--- src/rtl/mux_rr_arbiter_pkg.sv ---
// Shared types and constants for the round-robin mux arbiter.
// Holds state encodings, requester count/select width and the default tenure bound.
package mux_arb_pkg;

    localparam int N_REQ        = 4;
    localparam int SEL_W        = 2;
    localparam int HOLD_MAX_DEF = 8;

    typedef enum logic {
        ST_IDLE  = 1'b0,
        ST_GRANT = 1'b1
    } state_t;

endpackage

--- src/rtl/mux_rr_arbiter_if.sv ---
// Request/data/grant bundle between the requesters and the mux arbiter.
// MUX_ARB_LOCK_EN adds the lock input that pins the current grant past HOLD_MAX.
interface mux_rr_arbiter_if;
    import mux_arb_pkg::*;

    logic [N_REQ-1:0] req;
    logic [N_REQ-1:0] in;
    logic [SEL_W-1:0] sel;
    logic [N_REQ-1:0] grant;
    logic             busy;
    logic             out;
`ifdef MUX_ARB_LOCK_EN
    logic             lock;

    modport master (output req, in, lock, input sel, grant, busy, out);
    modport slave  (input req, in, lock, output sel, grant, busy, out);
`else
    modport master (output req, in, input sel, grant, busy, out);
    modport slave  (input req, in, output sel, grant, busy, out);
`endif
endinterface

--- src/rtl/mux_rr_arbiter_rr_pick.sv ---
// Combinational round-robin picker: first set req bit after ptr, ptr itself last.
// Zero latency; no flow control.
module rr_pick
    import mux_arb_pkg::*;
(
    input  logic [N_REQ-1:0] req,
    input  logic [SEL_W-1:0] ptr,
    output logic [SEL_W-1:0] pick,
    output logic             any
);

    logic [SEL_W-1:0] idx;

    // Scan farthest-first so the nearest candidate after ptr overwrites the rest.
    always_comb begin
        pick = '0;
        idx  = '0;
        any  = |req;
        for (int k = N_REQ; k >= 1; k--) begin
            idx = ptr + SEL_W'(k);
            if (req[idx]) begin
                pick = idx;
            end
        end
    end

endmodule

--- src/rtl/mux_rr_arbiter.sv ---
// Round-robin arbiter sharing one 4:1 bit mux; grant follows req by one cycle.
// Tenure bounded by HOLD_MAX (bypassed by lock under MUX_ARB_LOCK_EN); no pre-emption.
module mux_rr_arbiter
    import mux_arb_pkg::*;
#(
    parameter int HOLD_MAX = HOLD_MAX_DEF
) (
    input  logic             clk,
    input  logic             rst,
    mux_rr_arbiter_if.slave  bus
);

    localparam logic [7:0] HOLD_LAST = 8'(HOLD_MAX - 1);

    state_t           state_q, state_d;
    logic [SEL_W-1:0] sel_q, sel_d;
    logic [SEL_W-1:0] ptr_q, ptr_d;
    logic [7:0]       hold_q, hold_d;
    logic [N_REQ-1:0] grant_q, grant_d;
    logic             busy_q, busy_d;

    logic [SEL_W-1:0] pick;
    logic             any;
    logic             cur_req;
    logic             at_limit;
    logic             lock_hold;
    logic             release_now;

    // ptr always equals the current owner while granted, so the releasing requester is scanned last.
    rr_pick u_pick (
        .req  (bus.req),
        .ptr  (ptr_q),
        .pick (pick),
        .any  (any)
    );

    assign cur_req  = bus.req[sel_q];
    assign at_limit = (hold_q == HOLD_LAST);
`ifdef MUX_ARB_LOCK_EN
    assign lock_hold = bus.lock & cur_req;
`else
    assign lock_hold = 1'b0;
`endif
    assign release_now = !cur_req || (at_limit && !lock_hold);

    always_ff @(posedge clk or posedge rst) begin
        if (rst) begin
            state_q <= ST_IDLE;
            sel_q   <= '0;
            ptr_q   <= 2'b11;
            hold_q  <= '0;
            grant_q <= '0;
            busy_q  <= 1'b0;
        end else begin
            state_q <= state_d;
            sel_q   <= sel_d;
            ptr_q   <= ptr_d;
            hold_q  <= hold_d;
            grant_q <= grant_d;
            busy_q  <= busy_d;
        end
    end

    always_comb begin
        state_d = state_q;
        sel_d   = sel_q;
        ptr_d   = ptr_q;
        hold_d  = hold_q;
        case (state_q)
            ST_IDLE: begin
                if (any) begin
                    state_d = ST_GRANT;
                    sel_d   = pick;
                    ptr_d   = pick;
                    hold_d  = '0;
                end
            end
            ST_GRANT: begin
                if (!release_now) begin
                    // Only reachable at the limit when locked: saturate instead of wrapping.
                    hold_d = at_limit ? hold_q : hold_q + 8'd1;
                end else if (any) begin
                    sel_d  = pick;
                    ptr_d  = pick;
                    hold_d = '0;
                end else begin
                    state_d = ST_IDLE;
                    hold_d  = '0;
                end
            end
            default: state_d = ST_IDLE;
        endcase
        busy_d  = (state_d == ST_GRANT);
        grant_d = busy_d ? (N_REQ'(1) << sel_d) : '0;
    end

    always_comb begin
        bus.sel   = sel_q;
        bus.grant = grant_q;
        bus.busy  = busy_q;
        bus.out   = busy_q ? bus.in[sel_q] : 1'b0;
    end

endmodule

--- src/flat_wrapper.sv ---
// flat-port wrapper written by rule: the top's interface ports become plain ports
module mux_rr_arbiter_flat import mux_arb_pkg::*;
#(
    parameter int HOLD_MAX = HOLD_MAX_DEF
)
  (clk, rst, bus_req, bus_in, bus_sel, bus_grant, bus_busy, bus_out);
  mux_rr_arbiter_if bus_i ();
  input  logic clk;
  input  logic rst;
  input wire logic [$bits(bus_i.req)-1:0] bus_req;
  input wire logic [$bits(bus_i.in)-1:0] bus_in;
  output wire logic [$bits(bus_i.sel)-1:0] bus_sel;
  output wire logic [$bits(bus_i.grant)-1:0] bus_grant;
  output wire logic [$bits(bus_i.busy)-1:0] bus_busy;
  output wire logic [$bits(bus_i.out)-1:0] bus_out;
  assign bus_i.req = bus_req;
  assign bus_i.in = bus_in;
  assign bus_sel = bus_i.sel;
  assign bus_grant = bus_i.grant;
  assign bus_busy = bus_i.busy;
  assign bus_out = bus_i.out;
  mux_rr_arbiter #(.HOLD_MAX(HOLD_MAX)) u_core (.clk(clk), .rst(rst), .bus(bus_i));
endmodule
--- config.mk ---
export PLATFORM = sky130hd
export DESIGN_NAME = mux_rr_arbiter_flat
export DESIGN_NICKNAME = d
export VERILOG_FILES = /design/src/rtl/mux_rr_arbiter_pkg.sv /design/src/rtl/mux_rr_arbiter_if.sv /design/src/rtl/mux_rr_arbiter_rr_pick.sv /design/src/rtl/mux_rr_arbiter.sv /design/src/flat_wrapper.sv
export SDC_FILE = /design/constraint.sdc
export NUM_CORES = 1
export LEC_CHECK = 0
export ABC_CLOCK_PERIOD_IN_PS = 2430
export CAP_MARGIN = 10
export CORE_MARGIN = 2
export CORE_UTILIZATION = 52
export DETAILED_ROUTE_END_ITERATION = 8
export PLACE_DENSITY_LB_ADDON = 0.3
export RECOVER_POWER = 50
export SYNTH_ARGS = -nofsm -noshare
export SYNTH_HDL_FRONTEND = slang
export SYNTH_SLANG_ARGS = --single-unit
--- constraint.sdc ---
create_clock -name clk -period 2.43 [get_ports clk]
set_input_delay 0.243 -clock clk [delete_from_list [all_inputs] [get_ports clk]]
set_output_delay 0.243 -clock clk [all_outputs]
set_load 0.005 [all_outputs]
After elaboration in Yosys (flattened, before gate mapping)
Cells that the tools add are included.

storage, ports and cells
  register bits = 17
  input bits = 10
  output and inout bits = 8
  word-level logic and storage cells = 55

operators by class
  add/subtract/negate cells = 4
  order comparisons = 5
  eq/ne operators = 4
  shift operators = 1
  muxes and demuxes = 31
  bitwise operators = 1
  reduce and logical (&&, ||, !) cells = 4

operators by type and width
  cell                                                                          number
  8-bit two-way mux                                                             3
  2-bit two-way mux                                                             8
  8-bit case mux with 2 select lines                                            1
  2-bit by 3-bit less-than comparator with 1-bit output, second input constant  5
  1-bit binary-select mux with 2-bit select                                     6
  1-bit two-way mux                                                             9
  8-bit by 1-bit adder with 8-bit output, second input constant                 1
  8-bit by 3-bit equality test with 1-bit output, second input constant         1
  2-bit case mux with 2 select lines                                            2
  2-bit adder, second input constant                                            2
  4-bit two-way mux                                                             1
  4-bit OR reduction                                                            1
  1-bit by 2-bit << shifter with 4-bit output, first input constant             1
  3-bit != test, second input constant                                          1
  2-bit by 1-bit adder with 2-bit output, second input constant                 1
  2-bit by 1-bit != test with 1-bit output, second input constant               1
  2-bit != test, second input constant                                          1
  1-bit case mux with 2 select lines                                            1
  2-bit AND reduction                                                           1
  1-bit zero test                                                               1
  1-bit logical OR                                                              1
  1-bit inverter                                                                1

Depth between registers and ports, before layout
Gate-level depths: netlist of the first run.

  word-level depth = 11
  depth in mapped cells = 6
  depth with buffers taken out = 5

By module
Synthesis of the first run repeated with hierarchy kept, for this count alone.

second synthesis, totals
  cell total of the unflattened synthesis = 100
  area, all modules = 1038.5 um^2

by module, submodules not included
  module          times used  cells each  area an instance (um^2)  seq. area each (um^2)
  mux_rr_arbiter  1           86          947.2                    427.9
  rr_pick         1           14          91.3                     0.0

Worst setup path after synthesis of the first run
OpenSTA, ideal clock, no wires.

  path kind = flip-flop to flip-flop
  start = register u_core.hold_q[3]
  end = register u_core.hold_q[1]
  library setup time = 0.121 ns
  arrival = 1.689 ns
  required time = 2.309 ns
  setup slack = 0.620 ns
  cell stages (with the launch flop) = 5
  path buffers = 1
  clock period less this slack = 1.810 ns
  cell sequence = dfrtp_1 > or4_4 > o311a_4 > buf_6 > a22o_1

between the ends
  cells in the longest elaborated chain, start to end = 4
  elaborated cells on any way between the ends = 6
  those cells by class = eq/ne: 2; mux: 2; reduce/logical: 2

ends and longest elaborated chain
  item                                                                       RTL line              RTL
  start: declaration                                                         mux_rr_arbiter.sv:18  logic [7:0] hold_q, hold_d;
  start signal: assignment                                                   mux_rr_arbiter.sv:58  hold_q <= hold_d;
  8-bit by 3-bit equality test with 1-bit output (*)                         mux_rr_arbiter.sv:38  assign at_limit = (hold_q == HOLD_LAST);
  1-bit logical OR                                                           mux_rr_arbiter.sv:44  assign release_now = !cur_req || (at_limit && !lock_hold);
  8-bit two-way mux or 3-bit != test (tied branches)                         n/a
  8-bit case mux with 2 select lines or 2-bit AND reduction (tied branches)  n/a

Mark *: on every way between the ends. The rest lies on a longest branch, timed or not.
A chain may end at the register's enable or synchronous reset.

Worst setup path in the final report of the first run
  start = register u_core.sel_q[0], in the netlist u_core.bus.sel[0]
  end = output bus_out

between the ends
  cells in the longest elaborated chain, start to end = 3

ends and longest elaborated chain
  item                                       RTL line               RTL
  start: declaration                         mux_rr_arbiter.sv:16   logic [SEL_W-1:0] sel_q, sel_d;
  start signal: assignment                   mux_rr_arbiter.sv:56   sel_q <= sel_d;
  1-bit binary-select mux with 2-bit select  mux_rr_arbiter.sv:101  bus.out = busy_q ? bus.in[sel_q] : 1'b0;
  1-bit two-way mux (implied by the code)    mux_rr_arbiter.sv:101
  1-bit two-way mux                          mux_rr_arbiter.sv:101
  end: declaration                           flat_wrapper.sv:15     output wire logic [$bits(bus_i.out)-1:0] bus_out;

No other way between the ends. The select of a mux whose other input is x is not followed.

==> results of run 1 <==
cells in the final DEF, fill, tap and decap left out, types with 3 or more instances in the layout:
cell	n
or4_1	3
nand2_1	8
a21oi_1	5
a31oi_1	5
dfrtp_1	15
dlygate4sd3_1	5
nor3_1	3
clkdlybuf4s50_1	12
inv_1	4
o21ai_0	4
and3_1	3
nor2_1	6
clkbuf_4	3
nand2b_1	3
worst max-delay path by stage:
stage                 startpoint             endpoint  slack (ps)  depth (start not counted)
6_report       u_core.bus.sel[0]              bus_out         180                          3
5_1_grt        u_core.bus.sel[0]              bus_out          90                          3
4_1_cts        u_core.bus.sel[0]              bus_out         190                          3
3_5_place_dp          bus_req[1]     u_core.hold_q[6]         230                          5
3_3_place_gp          bus_req[3]  u_core.bus.grant[0]         330                          5
2_1_floorplan   u_core.hold_q[3]     u_core.hold_q[1]         620                          4
per-layer routing:
metal	track usage	vias to the layer above	share of wire
li1	-	466	-
met1	0.333	473	0.47
met2	0.360	31	0.46
met3	0.0506	2	0.058
met4	0.0405	0	0.0040
met5	0	-	0
report_power, final:
| group | switching, mW | internal (mW) | total (mW) |
|---|---|---|---|
| Sequential | 0.117 | 0.382 | 0.499 |
| Clock | 0.0920 | 0.0611 | 0.153 |
| Combinational | 0.307 | 0.351 | 0.659 |
| Total | 0.516 | 0.794 | 1.31 |
kinds of logic (layout without fill, tap and decap cells):
group,Yosys count,after routing,share of synthesized area
buf+inv,11,25,0.0492
fa+ha+maj,1,1,0.0112
simple gates,45,45,0.247
mux,3,3,0.0503
compound gates,35,35,0.260
flops,17,17,0.382
final cells by class:
cell class | count | area share
clock buffers | 3 | 0.0172
clock inverters | 1 | 0.00382
inverters | 4 | 0.0115
multi-input cells | 84 | 0.486
flip-flops and latches | 17 | 0.326
well taps | 27 | 0.0258
repair buffers | 17 | 0.130
sequential cells by signal, summed over array words and instances (netlist names):
signal,flops
u_core.hold_q,8
u_core.bus.grant,4
u_core.bus.sel,2
u_core.ptr_q,2
u_core.state_q,1
synth_stat cells, drive strengths merged, types with 3 or more instances:
cell / number / area [µm²]
nand2: 8 / 30.0
buf: 4 / 28.8
inv: 4 / 15.0
and3: 4 / 26.3
nor3: 4 / 25.0
nor2: 6 / 22.5
a21oi: 5 / 25.0
clkbuf: 3 / 11.3
dfrtp: 15 / 375
nand2b: 3 / 18.8
o21ai: 5 / 25.0
or4: 4 / 33.8
o31ai: 4 / 48.8
a31oi: 5 / 31.3
critical path: stages (launching register included):
cell,delay [ps]
dfrtp_1,580
mux4_2,550
and2_1,160
clkdlybuf4s50_1,430
==> impl_metrics.json, run 1 <==
{
  "hp-class": "in -> async",
  "initial_core_util": 0.559,
  "status": "finished clean",
  "crit_fanout": 8,
  "tns_ps": 0,
  "irDropWorstVdd_uv": 579,
  "root_buffer": "clkbuf_4",
  "critical_path_class": "reg -> out",
  "drt_iter0_markers": 34,
  "ys_seq_area_frac": 0.382,
  "end_kind": "output pin",
  "io_pins": 18,
  "clk_latency_ps": 290,
  "wl_per_cell_um": 16.3,
  "grt_pass1_wl_um": 4530,
  "dpl.hpwl_um": 1810,
  "ys_seq_elements": 17,
  "synth_edf_count": 0,
  "rsz0062_at_grt": "no",
  "design_area_mm2": 0.00131,
  "syn2layout_area_growth_pct": 17.1,
  "holdWs_ps": 454,
  "tightest_slew_ps": 627,
  "syn_inst": 112,
  "regArea_um2": 428,
  "portBuffers": 17,
  "die_y_um": 50.4,
  "cts_resized": 0,
  "dieArea_mm2": 0.00254,
  "die_x_um": 50.4,
  "clk_pin_slew_ps": 110,
  "r2r-end": "u_core.bus.grant[0]",
  "gr-total-overflow": 0,
  "hold_viol": 0,
  "fin_crit_ps": 2250,
  "h-tree-depth": 1,
  "n_antenna_cell": 0,
  "max_freq_ghz": 0.444,
  "critical_path_required_ps": 2190,
  "ys.warnings.count": 0,
  "final_core_util": 0.655,
  "antenna_found_initial": 0,
  "arrival_ps": 2010,
  "power_density_mw_per_mm2": 999,
  "cap_viol_max_count": 0,
  "ctsHoldBuffers": 0,
  "place_area_mm2": 0.00128,
  "grt_max_degree": 18,
  "vias": 972,
  "place_ws_ps": 229,
  "cts_tree": "done",
  "rows": 16,
  "synth_ff_type": "dfrtp_1",
  "drtAntennaViolNets": 0,
  "timing.rr.start": "u_core.hold_q[3]",
  "synth_nets": 123,
  "report.final.slew_viol_count": 0,
  "setup_violations": 0,
  "cts.sinks": 17,
  "synth.cell_area_mm2": 0.00112,
  "grt_usage": 0.230,
  "r2r_slack_ps": 370,
  "setup_ws_ps": 177,
  "core-area_mm2": 0.00200,
  "avgSynthCellArea_um2": 10.0,
  "start_kind": "flop",
  "remaining_drc_errors": 0,
  "wirelength_um": 2500,
  "synthArstFlopShare": 1.00,
  "post-cts-setup-buffers": 0,
  "fillers": 174,
  "dr.pass1.iters": 4,
  "gp_congestion": 0.833,
  "drive_above_1_share": 0.135,
  "p_leak_nw": 0.546,
  "clockBufferDepth": 2,
  "r2r_cells": 4,
  "p_total_mw": 1.31,
  "finClkSkew_ps": 6.19,
  "fin_nets": 138,
  "viasPerCell": 6.35,
  "multiInputGateArea_um2": 637,
  "grt_pass1_vias": 963,
  "cts_buffers": 3,
  "timing.slew.headroom": 0.582,
  "place_inst": 149,
  "finalCritPeriodShare": 0.927,
  "synth_cell_types": 50,
  "final_cells": 153
}
Note: power is estimated with default switching activity, not from simulation.
==> run 2: changes to the inputs <==
--- a/config.mk
+++ b/config.mk
@@ -9,6 +9,7 @@
 export CAP_MARGIN = 10
 export CORE_MARGIN = 2
 export CORE_UTILIZATION = 52
+export CTS_CLUSTER_SIZE = 30
 export DETAILED_ROUTE_END_ITERATION = 8
 export PLACE_DENSITY_LB_ADDON = 0.3
 export RECOVER_POWER = 50
==> results of run 2 <==
Final layout, timing and power as in run 1 (identical DEF).
